### src/rtl/lsu_pkg.sv
// Shared types and helpers for the load/store request controller.
package lsu_pkg;

    typedef enum logic [1:0] {
        SZ_BYTE = 2'b00,
        SZ_HALF = 2'b01,
        SZ_WORD = 2'b10
    } mem_size_e;

    typedef struct packed {
        logic [4:0] rd;
        logic [1:0] off;
        mem_size_e  size;
        logic       uns;
    } trk_entry_t;

    typedef struct packed {
        logic       we;
        logic [3:0] wmask;
        trk_entry_t ld;
    } cmd_t;

    function automatic logic is_misaligned(mem_size_e size, logic [1:0] off);
        case (size)
            SZ_BYTE: return 1'b0;
            SZ_HALF: return off[0];
            default: return off != 2'b00;
        endcase
    endfunction

    function automatic logic [31:0] load_extend(logic [31:0] rdata, trk_entry_t e);
        logic [7:0]  b;
        logic [15:0] h;
        b = rdata[{e.off, 3'b000} +: 8];
        h = e.off[1] ? rdata[31:16] : rdata[15:0];
        case (e.size)
            SZ_BYTE: return {{24{~e.uns & b[7]}}, b};
            SZ_HALF: return {{16{~e.uns & h[15]}}, h};
            default: return rdata;
        endcase
    endfunction

endpackage

### src/rtl/lsu_load_tracker.sv
// In-order FIFO of granted loads; each entry carries a discard mark set by flush.
module lsu_load_tracker
    import lsu_pkg::*;
#(
    parameter  int unsigned DEPTH = 2,
    localparam int unsigned CNT_W = $clog2(DEPTH + 1)
) (
    input  logic             clk,
    input  logic             rst,
    input  logic             push,
    input  trk_entry_t       push_entry,
    input  logic             pop,
    input  logic             discard_all,
    output trk_entry_t       head,
    output logic             head_discard,
    output logic             full,
    output logic             empty,
    output logic [CNT_W-1:0] count
);

    localparam int unsigned PTR_W = (DEPTH > 1) ? $clog2(DEPTH) : 1;

    trk_entry_t       mem [DEPTH];
    logic [DEPTH-1:0] disc;
    logic [PTR_W-1:0] rd_ptr, wr_ptr;

    function automatic logic [PTR_W-1:0] next_ptr(logic [PTR_W-1:0] p);
        return (p == PTR_W'(DEPTH - 1)) ? '0 : p + 1'b1;
    endfunction

    assign head         = mem[rd_ptr];
    assign head_discard = disc[rd_ptr];
    assign full         = count == CNT_W'(DEPTH);
    assign empty        = count == '0;

    always_ff @(posedge clk) begin
        if (push) mem[wr_ptr] <= push_entry;
    end

    always_ff @(posedge clk) begin
        if (rst) begin
            disc   <= '0;
            rd_ptr <= '0;
            wr_ptr <= '0;
            count  <= '0;
        end else begin
            // A load granted in the flush cycle is itself stale, so it inherits the mark.
            if (discard_all) disc <= '1;
            if (push) begin
                disc[wr_ptr] <= discard_all;
                wr_ptr       <= next_ptr(wr_ptr);
            end
            if (pop) rd_ptr <= next_ptr(rd_ptr);
            count <= count + CNT_W'(push) - CNT_W'(pop);
        end
    end

endmodule

### src/rtl/lsu_req_ctrl.sv
// Load/store request sequencer onto a req/gnt/rvalid data bus with in-order load write-back.
// Optional perf counters are built when LSU_PERF_CNT_EN is defined.
module lsu_req_ctrl
    import lsu_pkg::*;
#(
    parameter int unsigned OUTSTANDING_DEPTH = 2,
    parameter int unsigned ADDR_W            = 32,
    parameter int unsigned DATA_W            = 32
) (
    input  logic              clk,
    input  logic              rst,
    input  logic              req_valid_i,
    output logic              req_ready_o,
    input  logic              req_we_i,
    input  logic [ADDR_W-1:0] req_addr_i,
    input  logic [DATA_W-1:0] req_wdata_i,
    input  logic [3:0]        req_wmask_i,
    input  logic [1:0]        req_size_i,
    input  logic              req_unsigned_i,
    input  logic [4:0]        req_rd_i,
    input  logic              flush_i,
    output logic              bus_req_o,
    output logic              bus_we_o,
    output logic [ADDR_W-1:0] bus_addr_o,
    output logic [DATA_W-1:0] bus_wdata_o,
    output logic [3:0]        bus_wmask_o,
    input  logic              bus_gnt_i,
    input  logic              bus_rvalid_i,
    input  logic [DATA_W-1:0] bus_rdata_i,
    output logic              wb_valid_o,
    output logic [4:0]        wb_rd_o,
    output logic [31:0]       wb_data_o,
    output logic              misalign_o,
    output logic              busy_o
`ifdef LSU_PERF_CNT_EN
    ,
    output logic [31:0]       perf_load_cnt_o,
    output logic [31:0]       perf_store_cnt_o,
    output logic [31:0]       perf_stall_cnt_o
`endif
);

    localparam int unsigned CNT_W = $clog2(OUTSTANDING_DEPTH + 1);

    logic              cmd_valid;
    cmd_t              cmd, req_cmd;
    logic [ADDR_W-3:0] cmd_word;
    logic [DATA_W-1:0] cmd_wdata;

    logic              gnt, accept, mis, push, pop;
    logic              trk_full, trk_empty, trk_head_disc;
    trk_entry_t        trk_head;
    logic [CNT_W-1:0]  trk_count;

    always_comb begin
        req_cmd        = '0;
        req_cmd.we     = req_we_i;
        req_cmd.wmask  = req_wmask_i;
        req_cmd.ld.rd  = req_rd_i;
        req_cmd.ld.off = req_addr_i[1:0];
        req_cmd.ld.size = mem_size_e'(req_size_i);
        req_cmd.ld.uns = req_unsigned_i;
    end

    // Loads wait while the tracker is full; stores never expect a response.
    assign bus_req_o   = cmd_valid && (cmd.we || !trk_full);
    assign gnt         = bus_req_o && bus_gnt_i;
    assign req_ready_o = !flush_i && (!cmd_valid || gnt);
    assign accept      = req_valid_i && req_ready_o;
    assign mis         = is_misaligned(req_cmd.ld.size, req_cmd.ld.off);
    assign push        = gnt && !cmd.we;
    assign pop         = bus_rvalid_i && !trk_empty;

    assign bus_we_o    = cmd.we;
    assign bus_addr_o  = {cmd_word, 2'b00};
    assign bus_wdata_o = cmd_wdata;
    assign bus_wmask_o = cmd.wmask;
    assign busy_o      = cmd_valid || (trk_count != '0);

    lsu_load_tracker #(.DEPTH(OUTSTANDING_DEPTH)) u_tracker (
        .clk          (clk),
        .rst          (rst),
        .push         (push),
        .push_entry   (cmd.ld),
        .pop          (pop),
        .discard_all  (flush_i),
        .head         (trk_head),
        .head_discard (trk_head_disc),
        .full         (trk_full),
        .empty        (trk_empty),
        .count        (trk_count)
    );

    always_ff @(posedge clk) begin
        if (rst) begin
            cmd_valid  <= 1'b0;
            cmd        <= '0;
            cmd_word   <= '0;
            cmd_wdata  <= '0;
            misalign_o <= 1'b0;
            wb_valid_o <= 1'b0;
            wb_rd_o    <= '0;
            wb_data_o  <= '0;
        end else begin
            misalign_o <= accept && mis;
            wb_valid_o <= pop && !(trk_head_disc || flush_i);
            if (pop) begin
                wb_rd_o   <= trk_head.rd;
                wb_data_o <= load_extend(bus_rdata_i[31:0], trk_head);
            end
            if (accept && !mis) begin
                cmd_valid <= 1'b1;
                cmd       <= req_cmd;
                cmd_word  <= req_addr_i[ADDR_W-1:2];
                cmd_wdata <= req_wdata_i;
            end else if (gnt || flush_i) begin
                cmd_valid <= 1'b0;
            end
        end
    end

    rvalid_needs_load: assert property (@(posedge clk) disable iff (rst)
        bus_rvalid_i |-> !trk_empty);

`ifdef LSU_PERF_CNT_EN
    always_ff @(posedge clk) begin
        if (rst) begin
            perf_load_cnt_o  <= '0;
            perf_store_cnt_o <= '0;
            perf_stall_cnt_o <= '0;
        end else begin
            if (gnt && !cmd.we)               perf_load_cnt_o  <= perf_load_cnt_o + 1'b1;
            if (gnt && cmd.we)                perf_store_cnt_o <= perf_store_cnt_o + 1'b1;
            if (req_valid_i && !req_ready_o)  perf_stall_cnt_o <= perf_stall_cnt_o + 1'b1;
        end
    end
`endif

endmodule

### config.mk
export PLATFORM = sky130hd
export DESIGN_NAME = lsu_req_ctrl
export DESIGN_NICKNAME = d
export VERILOG_FILES = /design/src/rtl/lsu_pkg.sv /design/src/rtl/lsu_load_tracker.sv /design/src/rtl/lsu_req_ctrl.sv
export SDC_FILE = /design/constraint.sdc
export NUM_CORES = 1
export LEC_CHECK = 0
export CORE_UTILIZATION = 35
export CTS_CLUSTER_DIAMETER = 200
export DETAILED_ROUTE_END_ITERATION = 6
export GPL_TIMING_DRIVEN = 0
export HOLD_SLACK_MARGIN = 0.02
export SLEW_MARGIN = 20
export SYNTH_ARGS = -nofsm -noshare
export SYNTH_HDL_FRONTEND = slang
export SYNTH_SLANG_ARGS = --single-unit
### constraint.sdc
create_clock -name clk -period 3.4 [get_ports clk]
set_input_delay 0.68 -clock clk [delete_from_list [all_inputs] [get_ports clk]]
set_output_delay 0.68 -clock clk [all_outputs]
set_load 0.005 [all_outputs]
[Word level (Yosys, flattened, before mapping)]
Memories as Yosys holds them, arrays and structs flattened. A register that Yosys moved wholly into a read port is not among the register bits.
Cells that the tools add are included.
Operators by class
  $add $sub $neg: 4
  $lt $le $gt $ge: 3
  equal/unequal tests: 3
  shift operators: 1
  mux-type cells: 19
  bitwise gates (word level): 3
  reduce and logical (&&, ||, !) cells: 28
Operators by type and width (count)
  $pmux 32 s2: 1
  $shiftx 32x6->8: 1
  $mux 16: 1
  $mux 1: 11
  $logic_and 1x1->1: 10
  $logic_not 1->1: 7
  $logic_not 2->1: 3
  $mux 2: 3
  $reduce_bool 2->1: 3
  $logic_or 1x1->1: 5
  $eq 2x1->1 const B: 2
  $lt 1x2->1 const B: 2
  $add 1x1->1 const B: 2
  $add 2x1->2: 1
  $and 1x1->1: 2
  $bwmux 2: 1
  $eq 2x2->1 const B: 1
  $pmux 1 s2: 1
  $sub 2x1->2: 1
  $demux 1 s1: 1
  $ge 1x1->1 const B: 1
  $not 1->1: 1
Word-level totals
  register bits: 123
  bits in writable memories: 20
  output and inout port bits: 111
  memories kept: 1
Memory list
  u_tracker.mem: words 2, bits a word 10, read ports 1, clocked after memory_dff 1, write ports 1, RTL line lsu_load_tracker.sv:23  | trk_entry_t mem [DEPTH];

[Longest topological paths before layout]
  word-level depth: 10
  gate-level depth with buffers: 10
  gate-level depth less buffers: 8

[Cells and area by module]
Synthesis repeated with hierarchy kept, for this count alone.
Second synthesis, totals
  cell total of the unflattened synthesis: 633
  area total of the unflattened synthesis: 6451.2 µm²
By module, submodules not included
  lsu_req_ctrl: instances 1, cells each 571, area an instance 5446.5 µm²
  lsu_load_tracker: instances 1, cells each 62, area an instance 1004.7 µm²

[Least setup slack after synthesis]
No wires, ideal clock.
  kind: input to register
  start: in bus_rvalid_i
  end: reg u_tracker.count[1]
  library setup time: 0.128 ns
  data arrival time: 2.165 ns
  path slack: 1.107 ns
  stages on the path: 10
  path buffers: 2
  cell sequence: o21ai_0 clkbuf_1 inv_1 clkbuf_1 ha_1 inv_1 ha_1 xor2_1 xnor2_1 nor2_1
Between the ends
  longest elaborated chain between the ends: 2
RTL lines
  from (decl): RTL line lsu_req_ctrl.sv:28  | input logic bus_rvalid_i,
  $logic_and 1x1->1: RTL line lsu_req_ctrl.sv:72  | assign pop = bus_rvalid_i && !trk_empty;
  named net pop: RTL line lsu_req_ctrl.sv:50  | logic gnt, accept, mis, push, pop;
  $sub 2x1->2: RTL line lsu_load_tracker.sv:54  | count <= count + CNT_W'(push) - CNT_W'(pop);
  to (signal assigned): RTL line lsu_load_tracker.sv:54
  to (decl): RTL line lsu_load_tracker.sv:18  | output logic [CNT_W-1:0] count
The timed path passes the listed nets, and every way through them passes these cells.
A chain may end at the register's enable or synchronous reset.

[Final worst setup path]
  start: reg u_tracker.count[1]
  end: out req_ready_o
Between the ends
  longest elaborated chain between the ends: 7
RTL lines
  $eq 2x2->1: RTL line lsu_load_tracker.sv:33  | assign full = count == CNT_W'(DEPTH);
  $logic_not 1->1: RTL line lsu_req_ctrl.sv:66  | assign bus_req_o = cmd_valid && (cmd.we || !trk_full);
  $logic_or 1x1->1: RTL line lsu_req_ctrl.sv:66
  $logic_and 1x1->1: RTL line lsu_req_ctrl.sv:66
  $logic_and 1x1->1: RTL line lsu_req_ctrl.sv:67  | assign gnt = bus_req_o && bus_gnt_i;
  $logic_or 1x1->1: RTL line lsu_req_ctrl.sv:68  | assign req_ready_o = !flush_i && (!cmd_valid || gnt);
  $logic_and 1x1->1: RTL line lsu_req_ctrl.sv:68
  to (decl): RTL line lsu_req_ctrl.sv:13  | output logic req_ready_o,
Every way passes these cells.

==> results by group <==
Synthesis
  – Cell variety after synth: 47
  – Area share of the largest cell type after synthesis: between 30 and 40%
  – Post-Syn Area: around 7000 um2
  – Proportion of synthesized flip-flops having asynchronous set or reset: 0%
  – Main synth FF type: dfxtp_1
  – Most area-consuming cells after synthesis: dfxtp_1 (35%), nand2b_1 (14%), mux2i_1 (12%), edfxtp_1 (8.6%), a211oi_1 (3.3%)
  – Instance count of the mapped netlist: about 700
  – Yosys warning total: 0
  – Number of synthesized register bits: ~140
  – Part of the Yosys area used for sequential elements: 44.0%
  – Mean instance size in the synthesized netlist: around 9.7 um2
  – Biggest area consumer among synthesized cells: dfxtp_1
  – Count of flip-flops with a built-in enable after synthesis: 20

Global route
  – First-pass GRT wire length: roughly 30000 um
  – Remaining global-route overflow: 0
  – Pin count of the biggest net entering global routing: 17
  – Number of global-route vias before repair: 5712
  – Initial antenna violation count: 0
  – Global router's overall resource usage: 19.6%

STA
  – RSZ-0062 raised after global routing: no
  – Max-slew headroom at the worst pin: 38.5%
  – Setup skew after layout: roughly 0.012 ns
  – Final worst hold slack: 0.451 ns
  – Minimum clock period after layout: between 2 and 3 ns
  – Highest achievable clock rate: ~370 MHz
  – Final hold viol count: 0
  – Max-slew violations: 0
  – Setup tns final: 0 ns
  – Final setup fails: 0
  – Worst-Margin Slew: around 0.92 ns
  – Period utilisation layout: 80.1%

Final layout
  – Synthesis-to-finish area growth: 45.3%
  – Multi-input logic area: around 3500 um2
  – Post-route cell area: 10200 um2
  – Layout Nets: 1079
  – Post-route core utilization: 52.2%
  – Share of layout cells above drive strength 1: approximately 8.5%
  – Register cell area after layout: roughly 3100 um2
  – Filler cell count: approximately 1900
  – Number of antenna diodes: 0

Setup path
  – Launching element type of the critical path: flip-flop
  – Biggest fanout along the worst timing path: 5
  – Worst setup path start: u_tracker.count[1]
  – Worst-path cell chain: or3b_1 -> a21boi_2 -> nor2_1 -> clkdlybuf4s50_1
  – Required time of the critical path: roughly 2.7 ns
  – Worst stage delay on the critical path: between 0.5 and 0.6 ns
  – Cell at the slowest stage of the critical path: clkdlybuf4s50_1
  – Arrival time worst endpoint: 2.04 ns
  – Critical Path End Type: output port
  – R2R Path Start: u_tracker.count[1]
  – Crit Path Category: flip-flop to output port
  – Reg2reg setup slack: 0.93 ns

Clock network
  – Maximum number of buffers from clock root to sink: 2
  – Clock-pin transition on the worst setup and hold timing paths: about 0.060 ns
  – Clock sink count: 144
  – Post-CTS setup buffer count: 0
  – Resized Gates After CTS: 0
  – Total of hold buffers inserted after clock tree synthesis: 0
  – Cell at the root of the clock tree: clkbuf_16
  – Number of levels the H-tree was split into: 4
  – Clk_lat worst skew: roughly 0.42 ns
  – Clock tree from TritonCTS: yes
  – Number of clock buffers inserted by TritonCTS: 17

Job
  – Number of max-capacitance violations reported: 0

Routing
  – DRC violations left: 0
  – Final routed wirelength across all metal layers: between 15000 and 20000 um
  – Starting DRT DRC Count: between 200 and 300
  – Vias: ~5900
  – Wirelength per Cell: 15.9 um
  – Initial DRT Pass Iterations: 5
  – Vias per inst: about 4.7
  – Post-route antenna net violation count: 0

Die
  – Starting density of the core: between 30 and 40%
  – Die Outline Area: slightly above 20000 um2
  – Total number of placement rows: between 50 and 60
  – Die height: 144 um
  – Number of ports placed on the die boundary: approximately 230
  – Width of the die: 144 um
  – Core Area: slightly below 20000 um2

Hold path
  – Worst min-delay path class: flip-flop to flip-flop
  – Startpoint of the tightest hold check path: cmd[8]

Run status
  – Run status: complete, no violations

Power
  – Power per Cell Area: just under 600 nW/um2
  – Worst supply voltage drop on vdd: around 0.39 mV
  – Pleak: roughly 3.6 nW

Placed design
  – Final RePlAce weighted congestion: a little under 0.9
  – HPWL after detailed placement: 14900 um
  – Cell area after placement: approximately 9600 um2
  – Input/output buffers: around 220
==> per-stage QoR <==
| stage | setup slack [ns] | instances | power [W] |
|---|---|---|---|
| after floorplan | 1.11 | 721 | 0.00323 |
| after global placement | 0.336 | 1208 | 0.00416 |
| after detailed placement | 0.298 | 1208 | 0.00417 |
| after CTS | 0.637 | 1240 | 0.00612 |
| after global routing | 0.512 | 1240 | 0.00640 |
| final | 0.677 | 1240 | 0.00606 |
==> routing by layer <==
layer / up-vias / GRT usage [%] / share of wire [%]
li1: 2964 / - / -
met1: 2659 / 23.8 / 45
met2: 215 / 31.9 / 45
met3: 17 / 7.43 / 9.0
met4: 0 / 6.49 / 1.2
met5: - / 0 / 0
==> layout make-up <==
class                      instances  share of cell area (%)
multi-input combinational        480                    34.2
sequential                       144                    30.3
timing repair buffer             222                    21.8
clock buffer                      22                    4.86
tap                              265                    3.25
buffer                            61                    3.08
inverter                          36                    1.33
clock inverter                    10                    1.20
==> report_power, final <==
part           internal [W]  switching, W  total (W)
registers           0.00199      0.000154    0.00214
clock network       0.00119      0.000744    0.00194
logic               0.00103      0.000945    0.00198
total               0.00421       0.00184    0.00606
==> registers in the layout, indices dropped and copies added, names as in the netlist, 4 cells and up, named ones only <==
| name | cells |
|---|---|
| bus_wdata_o | 32 |
| bus_wmask_o | 4 |
| cmd | 10 |
| cmd_word | 30 |
| u_tracker.mem | 20 |
| wb_data_o | 32 |
| wb_rd_o | 5 |
==> cell usage in the layout (no fill, tap or decap), types with 2 or more instances in the layout <==
| cell | instances |
|---|---|
| a211oi_1 | 31 |
| a21boi_0 | 7 |
| a21oi_1 | 43 |
| a221oi_1 | 15 |
| a22oi_4 | 2 |
| and2_1 | 18 |
| buf_1 | 3 |
| buf_2 | 10 |
| buf_4 | 7 |
| buf_6 | 6 |
| bufinv_16 | 2 |
| clkbuf_1 | 35 |
| clkbuf_16 | 18 |
| clkbuf_8 | 3 |
| clkdlybuf4s50_1 | 222 |
| clkinv_4 | 3 |
| conb_1 | 2 |
| dfxtp_1 | 124 |
| edfxtp_1 | 20 |
| ha_1 | 2 |
| inv_1 | 36 |
| inv_6 | 2 |
| mux2_2 | 18 |
| mux2i_1 | 83 |
| nand2_1 | 10 |
| nand2b_1 | 158 |
| nand4b_1 | 2 |
| nor2_1 | 23 |
| nor2b_1 | 2 |
| o21ai_0 | 13 |
| o21ai_1 | 4 |
| o31ai_1 | 23 |
| or3_1 | 2 |
| or3b_2 | 2 |
| xnor2_1 | 3 |
==> synth_stat cells (all sizes together) (2+ instances only) <==
cell and instances:
a211oi 31, a21boi 9, a21oi 44, a221oi 15, a22oi 3, and2 18
buf 26, clkbuf 35, dfxtp 124, edfxtp 20, ha 2, inv 36
mux2 18, mux2i 84, nand2 10, nand2b 158, nand4b 2, nor2 23
nor2b 2, o21ai 17, o31ai 23, or3 2, or3b 3, xnor2 3
==> cell families (layout without fill, tap and decap cells) <==
kind of cell	after synthesis	after routing	share of synthesized area (%)
buf+inv	97	351	6.40
fa+ha+maj	2	2	0.357
compound gates	145	145	14.4
flops	144	144	44.0
other cells	1	2	0.0535
xor+xnor	4	4	0.500
simple gates	225	225	19.3
mux	102	102	15.1
==> critical path, delay by kind of cell, from the launching register on <==
family / cells / cell delay [ns]
buffers and inverters: 1 / 0.52
AO/OA/AOI/OAI: 1 / 0.22
AND/OR/NAND/NOR: 2 / 0.48
flip-flops: 1 / 0.40
==> path summary, 6_finish.rpt <==
kind	endpoint	cells after the start
worst max-delay path	req_ready_o	4
worst min-delay path	u_tracker.mem[0][8]	0
worst min register to register	u_tracker.mem[0][8]	0
worst max register to register	u_tracker.count[1]	10
Note: power is estimated with default switching activity, not from simulation.
